===== config.mk =====
export PLATFORM = sky130hd
export DESIGN_NAME = window_bank_reg
export DESIGN_NICKNAME = d
export VERILOG_FILES = /design/src/rtl/npu_window_pkg.sv /design/src/rtl/window_bank.sv /design/src/rtl/window_bank_reg.sv
export SDC_FILE = /design/constraint.sdc
export NUM_CORES = 1
export LEC_CHECK = 0
export ABC_AREA = 1
export CAP_MARGIN = 20
export CORE_ASPECT_RATIO = 2
export CORE_MARGIN = 4
export CORE_UTILIZATION = 48
export CTS_CLUSTER_SIZE = 8
export DETAILED_ROUTE_END_ITERATION = 12
export HOLD_SLACK_MARGIN = 0.03
export PLACE_DENSITY = 0.66
export SYNTH_ARGS = -nofsm -noshare
export SYNTH_HDL_FRONTEND = slang
export SYNTH_SLANG_ARGS = --single-unit

===== constraint.sdc =====
create_clock -name i_clk -period 2.1 [get_ports i_clk]
set_input_delay 0.42 -clock i_clk [delete_from_list [all_inputs] [get_ports i_clk]]
set_output_delay 0.42 -clock i_clk [all_outputs]
set_load 0.01 [all_outputs]

===== src/rtl/npu_window_pkg.sv =====
// Shared definitions for the NPU window register path: default widths,
// element-index width helper and the bank selector type.
package npu_window_pkg;

  localparam int DATA_W_DEF = 8;
  localparam int K_DEF      = 3;

  typedef logic bank_sel_t;

  // Index width for a KxK window; never narrower than one bit.
  function automatic int addr_w(input int k);
    int depth;
    depth = k * k;
    return (depth > 1) ? $clog2(depth) : 1;
  endfunction

endpackage


===== src/rtl/window_bank.sv =====
// One window bank: DEPTH x WIDTH register array with a synchronous write port
// and two combinational read ports that return 0 for out-of-range indices.
module window_bank #(
  parameter int WIDTH  = 8,
  parameter int DEPTH  = 9,
  parameter int ADDR_W = 4
) (
  input  logic              clk_i,
  input  logic              we_i,
  input  logic [ADDR_W-1:0] waddr_i,
  input  logic [WIDTH-1:0]  wdata_i,
  input  logic [ADDR_W-1:0] raddr_a_i,
  output logic [WIDTH-1:0]  rdata_a_o,
  input  logic [ADDR_W-1:0] raddr_b_i,
  output logic [WIDTH-1:0]  rdata_b_o
);

  logic [WIDTH-1:0] mem_q [DEPTH];

  // Window contents are data, not state: deliberately left out of reset.
  always_ff @(posedge clk_i) begin
    if (we_i) begin
      mem_q[waddr_i] <= wdata_i;
    end
  end

  assign rdata_a_o = (32'(raddr_a_i) < DEPTH) ? mem_q[raddr_a_i] : '0;
  assign rdata_b_o = (32'(raddr_b_i) < DEPTH) ? mem_q[raddr_b_i] : '0;

endmodule


===== src/rtl/window_bank_reg.sv =====
// Double-buffered KxK window register: fills a shadow bank from the load
// stream while the other bank streams to the MAC array, with optional reuse.
module window_bank_reg
  import npu_window_pkg::*;
#(
  parameter int DATA_W = DATA_W_DEF,
  parameter int K      = K_DEF,
  parameter int LANES  = 1,
  parameter int ADDR_W = addr_w(K)
) (
  input  logic                      i_clk,
  input  logic                      i_rst_n,
  input  logic                      i_flush,
  input  logic                      s_valid,
  output logic                      s_ready,
  input  logic [LANES*DATA_W-1:0]   s_data,
  output logic                      m_valid,
  input  logic                      m_ready,
  output logic [LANES*DATA_W-1:0]   m_data,
  output logic [ADDR_W-1:0]         m_idx,
  output logic                      m_last,
  input  logic                      i_reuse,
  input  logic [ADDR_W-1:0]         i_rd_addr,
  output logic [LANES*DATA_W-1:0]   o_rd_data,
  output logic [1:0]                o_full
);

  localparam int                DEPTH    = K * K;
  localparam int                BEAT_W   = LANES * DATA_W;
  localparam logic [ADDR_W-1:0] LAST_IDX = ADDR_W'(DEPTH - 1);

  logic [1:0]        full_q, full_d;
  bank_sel_t         wb_q, wb_d, rb_q, rb_d;
  logic [ADDR_W-1:0] wp_q, wp_d, rp_q, rp_d;
  logic              s_fire, m_fire;
  logic [BEAT_W-1:0] strm_data [2];
  logic [BEAT_W-1:0] dbg_data  [2];

  assign s_ready = !full_q[wb_q];
  assign m_valid = full_q[rb_q];
  assign s_fire  = s_valid && s_ready;
  assign m_fire  = m_valid && m_ready;

  generate
    for (genvar gi = 0; gi < 2; gi++) begin : g_bank
      window_bank #(
        .WIDTH  (BEAT_W),
        .DEPTH  (DEPTH),
        .ADDR_W (ADDR_W)
      ) u_bank (
        .clk_i     (i_clk),
        .we_i      (s_fire && !i_flush && (wb_q == 1'(gi))),
        .waddr_i   (wp_q),
        .wdata_i   (s_data),
        .raddr_a_i (rp_q),
        .rdata_a_o (strm_data[gi]),
        .raddr_b_i (i_rd_addr),
        .rdata_b_o (dbg_data[gi])
      );
    end
  endgenerate

  // Load completion and stream release always hit different banks, so both
  // updates to full_d can be applied in the same cycle.
  always_comb begin
    full_d = full_q;
    wb_d   = wb_q;
    rb_d   = rb_q;
    wp_d   = wp_q;
    rp_d   = rp_q;
    if (i_flush) begin
      full_d = '0;
      wb_d   = 1'b0;
      rb_d   = 1'b0;
      wp_d   = '0;
      rp_d   = '0;
    end else begin
      if (s_fire) begin
        if (wp_q == LAST_IDX) begin
          full_d[wb_q] = 1'b1;
          wp_d         = '0;
          wb_d         = ~wb_q;
        end else begin
          wp_d = wp_q + ADDR_W'(1);
        end
      end
      if (m_fire) begin
        if (rp_q == LAST_IDX) begin
          rp_d = '0;
          if (!i_reuse) begin
            full_d[rb_q] = 1'b0;
            rb_d         = ~rb_q;
          end
        end else begin
          rp_d = rp_q + ADDR_W'(1);
        end
      end
    end
  end

  always_ff @(posedge i_clk or negedge i_rst_n) begin
    if (!i_rst_n) begin
      full_q <= '0;
      wb_q   <= 1'b0;
      rb_q   <= 1'b0;
      wp_q   <= '0;
      rp_q   <= '0;
    end else begin
      full_q <= full_d;
      wb_q   <= wb_d;
      rb_q   <= rb_d;
      wp_q   <= wp_d;
      rp_q   <= rp_d;
    end
  end

  assign m_data    = strm_data[rb_q];
  assign m_idx     = rp_q;
  assign m_last    = m_valid && (rp_q == LAST_IDX);
  assign o_rd_data = dbg_data[rb_q];
  assign o_full    = full_q;

endmodule


---- Yosys cells after proc, flatten, opt, wreduce, memory -nomap -nowiden ----
Memories as Yosys holds them, arrays and structs flattened.
Cells that the tools add are included.
word-level totals
  memories kept ........................... 2
  bits in writable memories ............... 144
  logic and storage cells ................. 83
  register bits ........................... 12
memories
  name                    words  width  rd ports  clocked after memory_dff  wr ports  RTL line           RTL
  g_bank[0].u_bank.mem_q  9      8      2         0                         1         window_bank.sv:18  logic [WIDTH-1:0] mem_q [DEPTH];
  g_bank[1].u_bank.mem_q  9      8      2         0                         1         window_bank.sv:18
cells by class
  magnitude comparators ................... 7
  reductions and logical operators ........ 16
  bitwise operators ....................... 6
  muxes and demuxes ....................... 42
  equality and inequality tests ........... 3
  $add $sub $neg .......................... 2
operator list
  kind                   count
  $mux W8                10
  $mux W4                6
  $mux W1                17
  $mux W2                7
  $add A4 B1 Y4 const B  2
  $eq A4 B4 Y1 const B   2
  $logic_and A1 B1 Y1    8
  $lt A4 B4 Y1 const B   2
  $reduce_bool A2 Y1     4
  $lt A1 B2 Y1 const B   2
  $reduce_and A3 Y1      1
  $and A2 B2 Y2          1
  $demux W1 S1           2
  $ge A1 B1 Y1 const B   2
  $ge A2 B2 Y1 const B   1
  $logic_not A1 Y1       2
  $ne A2 B2 Y1 const B   1
  $not A1 Y1             2
  $not A1 Y2             1
  $not A2 Y2             1
  $or A2 B2 Y2           1
  $reduce_and A2 Y1      1

---- Longest topological paths before layout ----
  depth after elaboration ................. 13
  depth in mapped cells ................... 12
  depth with buffers taken out ............ 10

---- Modules after synthesis ----
A second synthesis with hierarchy kept.
unflattened totals
  cell total of the unflattened synthesis .. 1009
  area, all modules ....................... 8575.7 um^2
modules (own cells, without submodules)
  module                           area each (um^2)  sequential area each (um^2)  instances  cells an instance
  window_bank at g_bank[1].u_bank  3833.7            2162.1                       1          438
  window_bank at g_bank[0].u_bank  3809.9            2162.1                       1          427
  window_bank_reg                  932.1             300.3                        1          144

---- Worst setup path before layout ----
No wires, ideal clock.
  kind .................................... register to output
  from .................................... register rp_q[0], in the netlist m_idx[0]
  to ...................................... output port m_data[6]
  data required time ...................... 1680 ps
  data arrival time ....................... 1580 ps
  slack ................................... 100 ps
  cell stages (with the launch flop) ...... 10
  cell sequence ........................... dfrtp_1 buf_6 inv_2 buf_6 buf_6 ha_1 a21oi_1 inv_1 nand2_1 nor2_1
on the way
  word-level cells in the longest chain between the ends .. 5
  elaborated cells on any way between the ends .. 8
  those cells by class .................... 1 x order compare; 5 x mux; 2 x memory
RTL lines
  element                                               RTL line                RTL
  from (decl)                                           window_bank_reg.sv:34   logic [ADDR_W-1:0] wp_q, wp_d, rp_q, rp_d;
  from (signal assigned)                                window_bank_reg.sv:113  rp_q <= rp_d;
  $mem_v2 Z9 W8 / $lt A4 B4 Y1 (equally long branches)  -
  $mux W8                                               window_bank.sv:27       assign rdata_a_o = (32'(raddr_a_i) < DEPTH) ? mem_q[raddr_a_i] : '0;
  $mux W8 (implied by the code) * (3 in a row)          window_bank_reg.sv:117  assign m_data = strm_data[rb_q];
  to (decl)                                             window_bank_reg.sv:19   output logic [LANES*DATA_W-1:0] m_data,
Every way passes the cells marked *; elsewhere a longest branch is shown, timed or not. The select of a mux whose other input is x is not followed.

---- Final worst setup path ----
  from .................................... register rp_q[0], in the netlist m_idx[0]
  to ...................................... output port m_data[2]
Same word-level chain as after synthesis.

==> summary.txt <==
Clocking
  • Max clock buf depth: 2
  • Root Driver: clkbuf_16
  • H-Tree Level Count: 4
  • Clk sinks: 156
  • CTS tree: built
  • Cts hold-fix bufs: 0
  • Clk_lat worst skew: 430 ps
  • Cts bufs inserted: 17
  • Clk slew on worst S/H paths: 60 ps

Placement
  • Hpwl dp: 18.4 mm
  • Buffers added on ports: 42
  • Pre-CTS WS: -883 ps
  • Final GP Congestion: 0.976
  • Placed Cells: 1214

Critical path
  • CP Cell Sequence: buf_12 -> buf_12 -> nand2_4 -> nand3_2 -> nand3_2 -> nand3_2 -> nand2_1 -> a21oi_2 -> buf_6 -> buf_6
  • Largest stage delay on the critical path: 500 ps
  • Setup CP Type: register to primary output
  • CP delay by family, top: buffers and inverters
  • CP Launch Type: register
  • Largest fanout on the critical path: 7
  • Buf/Inv on CP: 4
  • CP most frequent cell: nand3_2
  • CP arrival: 2030 ps
  • CP max-delay cell: dfrtp_2
  • CP required: 1680 ps
  • Critical path capture point type: primary output

STA
  • Final setup fails: 16
  • Setup TNS Final: -3200 ps
  • Final Cycle Share: 1.16
  • Tmin final: 2450 ps
  • FMAX: 0.409 GHz
  • Worst Skew: 8.55 ps
  • Actual slew at the worst max-slew pin: 834 ps
  • Final hold vios: 0
  • RSZ-0062 raised after global routing: yes
  • Relative slew slack: 0.442
  • Final Max Slew Viols: 0
  • PnR worst setup slack: -345 ps

Die
  • IO Pins: 43
  • DIE HEIGHT: 192 um
  • Initial Util: 0.488
  • Full die area: 19200 sq um
  • Die Width: 100 um
  • Site Rows: 67
  • Core Box Area: 16700 sq um

Flow run
  • Max-cap violations: 0

Drt
  • Post-route ant nets: 0
  • Drt first pass iters: 5
  • Vias per cell: 5.85
  • DRC Markers: 0
  • DRT iter0 DRCs: 848
  • Per-cell routed wire length: 22.0 um
  • Routed vias: 7371
  • Final WL: 27.8 mm

Global routing
  • Total gr overflow: 0
  • Largest net degree at the start of global routing: 30
  • First-pass GRT wire length: 41.6 mm
  • Initial antenna violation count: 0
  • Vias in the first global route: 7424
  • Tot GR Track Use: 0.295

Power
  • Clock Power Share: 0.379
  • P_leak: 4.35 nW
  • Sw Ratio: 0.270
  • Worst VDD drop: 665 uV
  • Int Power: 0.00577 W
  • Sequential power share: 0.437
  • Switching power total: 0.00213 W
  • Pwr Density: 738 nW/um^2
  • Logic gate share of total power: 0.184

Layout
  • Layout cell share with drive strength beyond 1: 0.253
  • Final Core Density: 0.641
  • Layout fillers: 1328
  • ANT cells: 0
  • NumNets Final: 1066
  • Layout area overhead: 31.4%
  • Most common cell after layout, fill and taps aside: nand2_1
  • Finished Layout Cells: 1261
  • Commonest non-fill, non-tap cells in the layout: nand2_1, nand3_1, edfxtp_1

Logic synthesis
  • Post-synth ARST share: 0.0769
  • Synthesized Nets: 953
  • EDFF count, synth: 144
  • Mapped Cells: 928
  • Yosys warns: 0
  • Most used DFF post-synth: edfxtp_1
  • Count of cell types in the netlist: 29
  • Syn avg cell area: 8.77 sq um
  • Post-synthesis cell area: 8140 sq um
  • Post-synthesis sequential area ratio: 0.568
  • Post-synthesis register bit count: 156

Min path
  • Tightest Hold Check Type: input port to asynchronous set/reset pin

Run status
  • Status: complete, but fails checks
  • Violated checks: negative setup slack
per-stage QoR:
stage | hold WS (ps) | total power, W | instance area (sq um)
detailed placement | 602 | 0.00471 | 9410
global placement | 580 | 0.00470 | 9410
CTS | 377 | 0.00787 | 10500
global route | 387 | 0.00816 | 10700
finish | 373 | 0.00790 | 10700
floorplan | 124 | 0.00414 | 8140
power groups by stage:
stage,Clock [W],Combinational [W],Sequential (W)
after floorplan,0,0.000632,0.00351
after global placement,0,0.00119,0.00351
after detailed placement,0,0.00120,0.00351
after CTS,0.00303,0.00139,0.00345
after global routing,0.00316,0.00155,0.00345
final,0.00299,0.00145,0.00345
cell families after synthesis:
logic type / synth area share
AND/OR/NAND/NOR: 0.307
buffers and inverters: 0.0659
AO/OA/AOI/OAI: 0.0486
adder cells (fa/ha/maj): 0.0108
flip-flops: 0.568
final timing paths:
check                          from                      endpoint  slack, ps  depth (start not counted)
setup reg to reg            wp_q[0]  g_bank[0].u_bank.mem_q[8][7]        230                          7
hold / removal              i_rst_n                       wp_q[2]        370                          1
max in group asynchronous   i_rst_n                          rb_q       1300                          1
min in group i_clk          wp_q[3]                       wp_q[3]        610                          2
setup / recovery           m_idx[0]                     m_data[2]       -350                         10
hold reg to reg             wp_q[3]                       wp_q[3]        610                          2
state kept, by name, summed over array words and instances, names as in the netlist:
signal               flops
rb_q                     1
wp_q                     4
o_full                   2
g_bank.u_bank.mem_q    144
m_idx                    4
wb_q                     1
metal layers:
layer  vias up  part of all wire  global-route usage
li1       3380                 -                   -
met1      3470              0.33               0.308
met2       398              0.52               0.510
met3       123             0.059              0.0465
met4         0             0.088               0.246
met5         -                 0                   0
what timing repair did:
action,CTS,global route
pin swaps,32,24
buffers inserted,9,2
hold endpoints to repair,0,0
endpoints found under the setup margin,20,20
gates cloned,7,0
resized for setup,164,62
cell type report:
type,instances,area (sq um),share of cell area
inverter,47,191,0.0179
clock inverter,15,148,0.0138
sequential,156,4630,0.432
multi-input combinational,666,3370,0.315
clock buffer,17,425,0.0398
tap,207,259,0.0242
timing repair buffer,153,1680,0.157
synth_stat cells, types with 2 or more instances:
| master | count | area share |
|---|---|---|
| nand3_1 | 202 | 0.12 |
| buf_6 | 10 | 0.014 |
| nand3b_1 | 2 | 0.0018 |
| a21oi_1 | 48 | 0.030 |
| dfrtp_1 | 12 | 0.037 |
| ha_1 | 7 | 0.011 |
| nand2_2 | 2 | 0.0015 |
| nand4_1 | 2 | 0.0015 |
| inv_2 | 4 | 0.0018 |
| nand2_1 | 309 | 0.14 |
| nor3_2 | 2 | 0.0025 |
| edfxtp_1 | 144 | 0.53 |
| buf_2 | 31 | 0.019 |
| o21ai_1 | 2 | 0.0012 |
| o211ai_1 | 3 | 0.0028 |
| buf_4 | 6 | 0.0055 |
| inv_1 | 42 | 0.019 |
| o21ai_0 | 16 | 0.0098 |
| nor3_1 | 4 | 0.0025 |
| clkbuf_1 | 12 | 0.0055 |
| nor2_1 | 60 | 0.028 |
(Power assumes the default switching activity.)
